### src/rtl/norm_pkg.sv
// Shared widths and the per-stage payload carried down the normalization pipeline.
// Flow control lives in norm_shifter; this package holds types only.
package norm_pkg;

   localparam int NORM_N     = 32;
   localparam int INDEX_W    = $clog2(NORM_N);
   localparam int NORM_EXP_W = 8;

   typedef struct packed {
      logic                  valid;
      logic [NORM_N-1:0]     data;
      logic [INDEX_W-1:0]    shamt;
      logic [NORM_EXP_W-1:0] exp;
      logic                  zero;
      logic                  uflow;
   } stage_t;

endpackage

### src/rtl/find_first_one.sv
// Leading-one index: position of the highest set bit of data, 0 when data is zero.
// Purely combinational, no flow control.
module find_first_one #(
   parameter int N = 32
) (
   input  logic [N-1:0]         data,
   output logic [$clog2(N)-1:0] index
);

   always_comb begin
      index = '0;
      for (int i = 0; i < N; i++) begin
         if (data[i]) index = i[$clog2(N)-1:0];
      end
   end

endmodule

### src/rtl/norm_stage.sv
// One pipeline stage: shift left by SHIFT when shamt bit BIT is set; one cycle latency.
// Holds its register whenever advance is low, so the whole pipe stalls as one.
module norm_stage
   import norm_pkg::*;
#(
   parameter int SHIFT = 1,
   parameter int BIT   = 0
) (
   input  logic   clk,
   input  logic   reset,
   input  logic   advance,
   input  stage_t stage_in,
   output stage_t stage_out
);

   stage_t stage_d, stage_q;

   always_comb begin
      stage_d = stage_q;
      if (advance) begin
         stage_d = stage_in;
         if (stage_in.shamt[BIT]) stage_d.data = stage_in.data << SHIFT;
      end
   end

   always_ff @(posedge clk) begin
      if (reset) stage_q <= '0;
      else       stage_q <= stage_d;
   end

   assign stage_out = stage_q;

endmodule

### src/rtl/norm_shifter.sv
// Mantissa normalizer: $clog2(N) registered log-shift stages, result $clog2(N) cycles after acceptance.
// Valid/ready with a single global advance; NORM_SELFCHECK_EN adds a sticky leading-one index check on err.
module norm_shifter
   import norm_pkg::*;
#(
   parameter int N     = NORM_N,
   parameter int EXP_W = NORM_EXP_W
) (
   input  logic                 clk,
   input  logic                 reset,
   input  logic                 in_valid,
   output logic                 in_ready,
   input  logic [N-1:0]         in_data,
   input  logic [$clog2(N)-1:0] in_index,
   input  logic [EXP_W-1:0]     in_exp,
   output logic                 out_valid,
   input  logic                 out_ready,
   output logic [N-1:0]         out_mant,
   output logic [EXP_W-1:0]     out_exp,
   output logic                 out_zero,
   output logic                 out_uflow,
   output logic                 err
);

   localparam int             LOG     = $clog2(N);
   localparam logic [LOG-1:0] MAX_IDX = LOG'(N - 1);

   logic                 advance;
   logic                 in_fire;
   logic                 in_zero;
   logic [LOG-1:0]       shamt;
   logic [EXP_W+LOG-1:0] exp_ext, sh_ext, exp_diff;
   stage_t               pipe [0:LOG];
   stage_t               out_s;
   logic                 unused_shamt;

   assign advance  = !out_s.valid || out_ready;
   assign in_ready = advance;

   // Exponent adjustment is resolved at entry so the stages only move data.
   always_comb begin
      in_zero  = (in_data == '0);
      in_fire  = in_valid && advance;
      shamt    = in_zero ? '0 : MAX_IDX - in_index;
      exp_ext  = {{LOG{1'b0}}, in_exp};
      sh_ext   = {{EXP_W{1'b0}}, shamt};
      exp_diff = exp_ext - sh_ext;

      pipe[0]       = '0;
      pipe[0].valid = in_fire;
      pipe[0].data  = in_data;
      pipe[0].shamt = shamt;
      pipe[0].zero  = in_zero;
      if (!in_zero) begin
         if (exp_ext >= sh_ext) pipe[0].exp   = exp_diff[EXP_W-1:0];
         else                   pipe[0].uflow = 1'b1;
      end
   end

   for (genvar k = 0; k < LOG; k++) begin : g_stage
      norm_stage #(
         .SHIFT (N >> (k + 1)),
         .BIT   (LOG - 1 - k)
      ) u_stage (
         .clk       (clk),
         .reset     (reset),
         .advance   (advance),
         .stage_in  (pipe[k]),
         .stage_out (pipe[k+1])
      );
   end

   assign out_s        = pipe[LOG];
   assign out_valid    = out_s.valid;
   assign out_mant     = out_s.data;
   assign out_exp      = out_s.exp;
   assign out_zero     = out_s.zero;
   assign out_uflow    = out_s.uflow;
   assign unused_shamt = ^out_s.shamt;

`ifdef NORM_SELFCHECK_EN
   logic [LOG-1:0] ffo_index;
   logic           err_d, err_q;

   find_first_one #(
      .N (N)
   ) u_ffo (
      .data  (in_data),
      .index (ffo_index)
   );

   always_comb begin
      err_d = err_q | (in_fire && !in_zero && (ffo_index != in_index));
   end

   always_ff @(posedge clk) begin
      if (reset) err_q <= 1'b0;
      else       err_q <= err_d;
   end

   assign err = err_q;
`else
   assign err = 1'b0;
`endif

endmodule

### config.mk
export PLATFORM = sky130hd
export DESIGN_NAME = norm_shifter
export DESIGN_NICKNAME = d
export VERILOG_FILES = /design/src/rtl/norm_pkg.sv /design/src/rtl/find_first_one.sv /design/src/rtl/norm_stage.sv /design/src/rtl/norm_shifter.sv
export SDC_FILE = /design/constraint.sdc
export NUM_CORES = 1
export LEC_CHECK = 0
export BUFFER_PORTS_ARGS = -buffer_cell sky130_fd_sc_hd__buf_2
export CAP_MARGIN = 20
export CORE_MARGIN = 2
export CORE_UTILIZATION = 30
export CTS_BUF_LIST = sky130_fd_sc_hd__clkbuf_2 sky130_fd_sc_hd__clkbuf_4 sky130_fd_sc_hd__clkbuf_8
export DETAILED_ROUTE_END_ITERATION = 8
export GPL_TIMING_DRIVEN = 0
export PLACE_DENSITY = 0.44
export SLEW_MARGIN = 20
export SYNTH_ARGS = -nofsm -noshare
export SYNTH_HDL_FRONTEND = slang
export SYNTH_SLANG_ARGS = --single-unit
### constraint.sdc
create_clock -name clk -period 4.6 [get_ports clk]
set_input_delay 0.46 -clock clk [delete_from_list [all_inputs] [get_ports clk]]
set_output_delay 0.46 -clock clk [all_outputs]
set_load 0.01 [all_outputs]
# After elaboration in Yosys (flattened, before gate mapping)
# Index checks and enable logic that the tools add are counted.
# word_totals
regBits,225
inputBits,49
out_inout_bits,45
wordCells,46
# op_classes
add_sub_neg,2
n_lt_le_gt_ge,1
muxes,10
n_reduce_logical,4
# op_table
cell,count
32-bit two-way mux,5
32-bit logical NOT,1
8-bit two-way mux,2
8-bit by 5-bit >= comparator with 1-bit output,1
8-bit by 5-bit subtractor with 8-bit output,1
5-bit two-way mux,1
5-bit subtractor (first input constant),1
1-bit two-way mux,2
1-bit logical AND,1
1-bit logical NOT,1
1-bit logical OR,1

# Logic depth before layout (Yosys ltp)
# depth
ltp_word,5
ltp_mapped,13

# By module
# Synthesis repeated with hierarchy kept, for this count alone.
# hier_totals
hier_cells,1044
area_unflattened_um2,10398.7
# modules_own_cells
mod,instances,cells_each,area_each_um2,seq_area_each_um2
norm_stage at g_stage[4].u_stage,1,194,1996.9,960.9
norm_stage at g_stage[3].u_stage,1,194,1994.4,960.9
norm_stage at g_stage[2].u_stage,1,194,1986.9,960.9
norm_stage at g_stage[1].u_stage,1,194,1973.1,960.9
norm_stage at g_stage[0].u_stage,1,194,1935.6,960.9
norm_shifter,1,74,511.7,0.0

# Worst setup path after synthesis
# No wires, ideal clock.
# synth_timing
path_kind,input-to-reg
start,input in_data[25]
end,"register g_stage[0].u_stage.stage_q, in the netlist g_stage[0].u_stage.stage_out[5]"
arrival_time_ns,2.701
required_time_ns,4.483
setup_slack_ns,1.782
path_stages,10
cell_sequence,nor4_1 nand4_1 nor2_1 clkbuf_1 or2_2 ha_1 nor2b_1 o21ai_0 or3b_2 a32o_1
# synth_via
elab_chain_cells,5
# synth_lines
element,line,rtl
from (decl),norm_shifter.sv:13,"input logic [N-1:0] in_data,"
32-bit logical NOT *,norm_shifter.sv:42,in_zero = (in_data == '0);
5-bit two-way mux,norm_shifter.sv:44,shamt = in_zero ? '0 : MAX_IDX - in_index;
8-bit by 5-bit subtractor with 8-bit output / 8-bit by 5-bit >= comparator with 1-bit output (equally long branches),"norm_shifter.sv:47, norm_shifter.sv:55",
8-bit two-way mux,norm_shifter.sv:55,if (exp_ext >= sh_ext) pipe[0].exp = exp_diff[EXP_W-1:0];
8-bit two-way mux *,norm_shifter.sv:54,if (!in_zero) begin
to (signal assigned),norm_stage.sv:28,else stage_q <= stage_d;
to (decl),norm_stage.sv:16,"stage_t stage_d, stage_q;"
# Mark *: on every way between the ends. The rest lies on a longest branch, timed or not.
# A chain may end at the register's enable or synchronous reset.

# Worst setup path after layout
# layout_timing
start,"register g_stage[4].u_stage.stage_q, in the netlist g_stage[4].u_stage.stage_out[47]"
end,output in_ready
# layout_via
elab_chain_cells,2
# layout_lines
element,line,rtl
from (decl),norm_stage.sv:16,
from (signal assigned),norm_stage.sv:28,
1-bit logical NOT,norm_shifter.sv:37,assign advance = !out_s.valid || out_ready;
1-bit logical OR,norm_shifter.sv:37,
to (decl),norm_shifter.sv:12,"output logic in_ready,"
# Every way passes these cells.

==> metrics <==
first-pass GRT wire length 42100 um; Top Metal Used met4; Initial DRT Pass Iterations 4; post-route ant nets 0; CTS Buf Count 42; CTS Sinks 225; Final Hold Fails 0; most common library cell in the layout ignoring fill and taps dfxtp_1; dpl hpwl 19500 um; WL met1 14000 um; clk_lat worst skew 0.54 ns; worst reg2reg setup slack 2.27 ns; synth warn 0; Residual DRC 0; via/cell ratio 4.74; Synth Register Bits 225; Critical Path AT 2.62 ns; FF+latch area 4500 um^2; Core Rows 64; diode count 0; die height 181 um; total power 4360 uW; IO buf count 92; wire per inst 16.5 um; post-synthesis cell count 1040; required time of the worst setup path 4.14 ns; largest net degree at the start of global routing 12; Worst VDD drop 0.142 mV; Setup TNS Final 0 ns; Top-Level Pins 94; Tmin final 3.08 ns; Worst-Margin Slew 0.843 ns; # Max-Cap Violations 0; WL met3 965 um; Synth cell types 35; Core Area 30700 um^2; CTS tree yes; r2r worst-path depth 7; share of flip-flops with an asynchronous set or reset 0%; via count 7587; global route overflow 0; Setup crit end in_ready; # Post-CTS Setup Buffers 0; CP Capture Type primary output; placed cell areas 10300 um^2; LEAKAGE 0.00427 uW; area of the mapped netlist 9360 um^2; setup violators final 0; synthesis-to-layout area growth 19.6%; Slew headroom 43.8%; H-tree depth 2; Nets 1232; GRT Overall Usage 16.0%; clock buffer depth 3; post-synthesis sequential area ratio 48.1%; status completed; DIE WIDTH 181 um; Iter 0 DRT Violations 299; Max Fclk 0.325 GHz; reg2reg start g_stage[4].u_stage.stage_out[47]; GP Congestion 0.772; most frequent cells in the layout dfxtp_1 (225), nand2_1 (145), nor2_1 (140); Largest register FFs 225; number of slew-limit violations in the final report 0; CTS clk-pin slew, worst paths 0.06 ns; Crit. Startpoint g_stage[4].u_stage.stage_out[47]; Worst setup SP type flip-flop; Multi-input gate area 4470 um^2; R2R Path End g_stage[0].u_stage.stage_out[1]; vias in the first global route 7335; layout cell share with drive strength beyond 1 16.3%; number of synthesized flops with an enable pin 0; worst setup path category reg -> out; Initial Utilization 30.5%; final period utilization 66.9%; Power Density 390 nW/um^2; dominant cell type by area after synthesis dfxtp_1; Main synth FF type dfxtp_1; initial antenna violation count 0; final instance area 11200 um^2; Post-Syn Nets 1096; CTS Root Cell clkbuf_8; RSZ-0062 raised after global routing false; Hold Path Class in -> reg; filler instances 3320; # hold bufs at CTS 0; post_cts resized 0; worst hold slack 0.163 ns; critical path peak fanout 10; Met2 Routed Length 11100 um; die area 32600 um^2; top cell type's share of synthesized area 48.1%; synth top area cells dfxtp_1 (48%), mux2i_1 (14%), a211oi_1 (9.3%); skew final 0.0256 ns; final WL 26500 um; Avg Inst Size Synth 9.00 um^2
==> layout make-up <==
class                      instances  share of cell area [%]
multi-input combinational        719                    39.9
clock buffer                      70                    7.60
inverter                           3                   0.101
buffer                            93                    3.37
sequential                       225                    40.2
clock inverter                     4                   0.246
timing repair buffer              92                    4.11
tap                              396                    4.42
==> cell usage after synthesis, drive strengths merged (2+ instances only) <==
cell type	instances
a211oi	129
a21boi	2
a21oi	88
buf	24
clkbuf	69
dfxtp	225
ha	6
inv	3
mux2i	129
nand2	145
nand3	18
nand3b	16
nand4	3
nor2	140
nor2b	2
nor4	11
o21ai	9
o31a	5
or2	3
xnor2	3
==> logic make-up (layout without fill, tap and decap cells) <==
| logic type | count (synthesis) | after routing | share of synthesized area [%] |
|---|---|---|---|
| XOR/XNOR | 3 | 3 | 0.281 |
| adder cells (fa/ha/maj) | 7 | 7 | 1.02 |
| AO/OA/AOI/OAI | 239 | 239 | 17.5 |
| other | 1 | 1 | 0.0400 |
| buffers and inverters | 96 | 262 | 4.16 |
| AND/OR/NAND/NOR | 340 | 340 | 15.1 |
| multiplexers | 129 | 129 | 13.8 |
| flip-flops | 225 | 225 | 48.1 |
==> power by group <==
part           switching (uW)  leakage [uW]  internal [uW]  total [uW]
clock network             829      0.000474           1160        1990
logic                     172       0.00196            124         296
registers                51.8       0.00183           2020        2080
==> worst min-delay path by stage <==
stage,start,to,slack (ns),depth (start not counted)
floorplan,g_stage[0].u_stage.stage_out[2],g_stage[0].u_stage.stage_out[2],0.42,2
global placement,g_stage[4].u_stage.stage_out[0],g_stage[4].u_stage.stage_out[0],0.44,2
detailed placement,g_stage[4].u_stage.stage_out[2],g_stage[4].u_stage.stage_out[2],0.44,2
CTS,in_valid,g_stage[0].u_stage.stage_out[47],0.13,3
global route,in_valid,g_stage[0].u_stage.stage_out[47],0.16,3
finish,in_valid,g_stage[0].u_stage.stage_out[47],0.16,3
==> per-stage QoR <==
stage          util (%)  setup WS, ns  cells
4_1_cts            36.5          1.44   1602
2_1_floorplan         -          1.78   1040
5_1_grt            36.5          1.26   1602
3_5_place_dp       33.6          1.04   1528
3_3_place_gp       33.6          1.04   1528
6_report           36.5          1.52   1602
==> per-layer routing <==
layer,vias to the layer above,GRT usage [%]
met3,31,2.61
li1,3954,-
met5,-,0
met4,0,4.10
met2,157,24.1
met1,3445,23.7
==> worst max-delay path, cell delays in order, from the launching register on <==
cell and delay (ns):
dfxtp_1 0.31, nor2b_1 0.12, clkbuf_1 0.14, inv_2 0.22, clkbuf_1 0.60, clkbuf_1 0.45
buf_2 0.22
No activity file was read; power rests on OpenSTA's default activity.
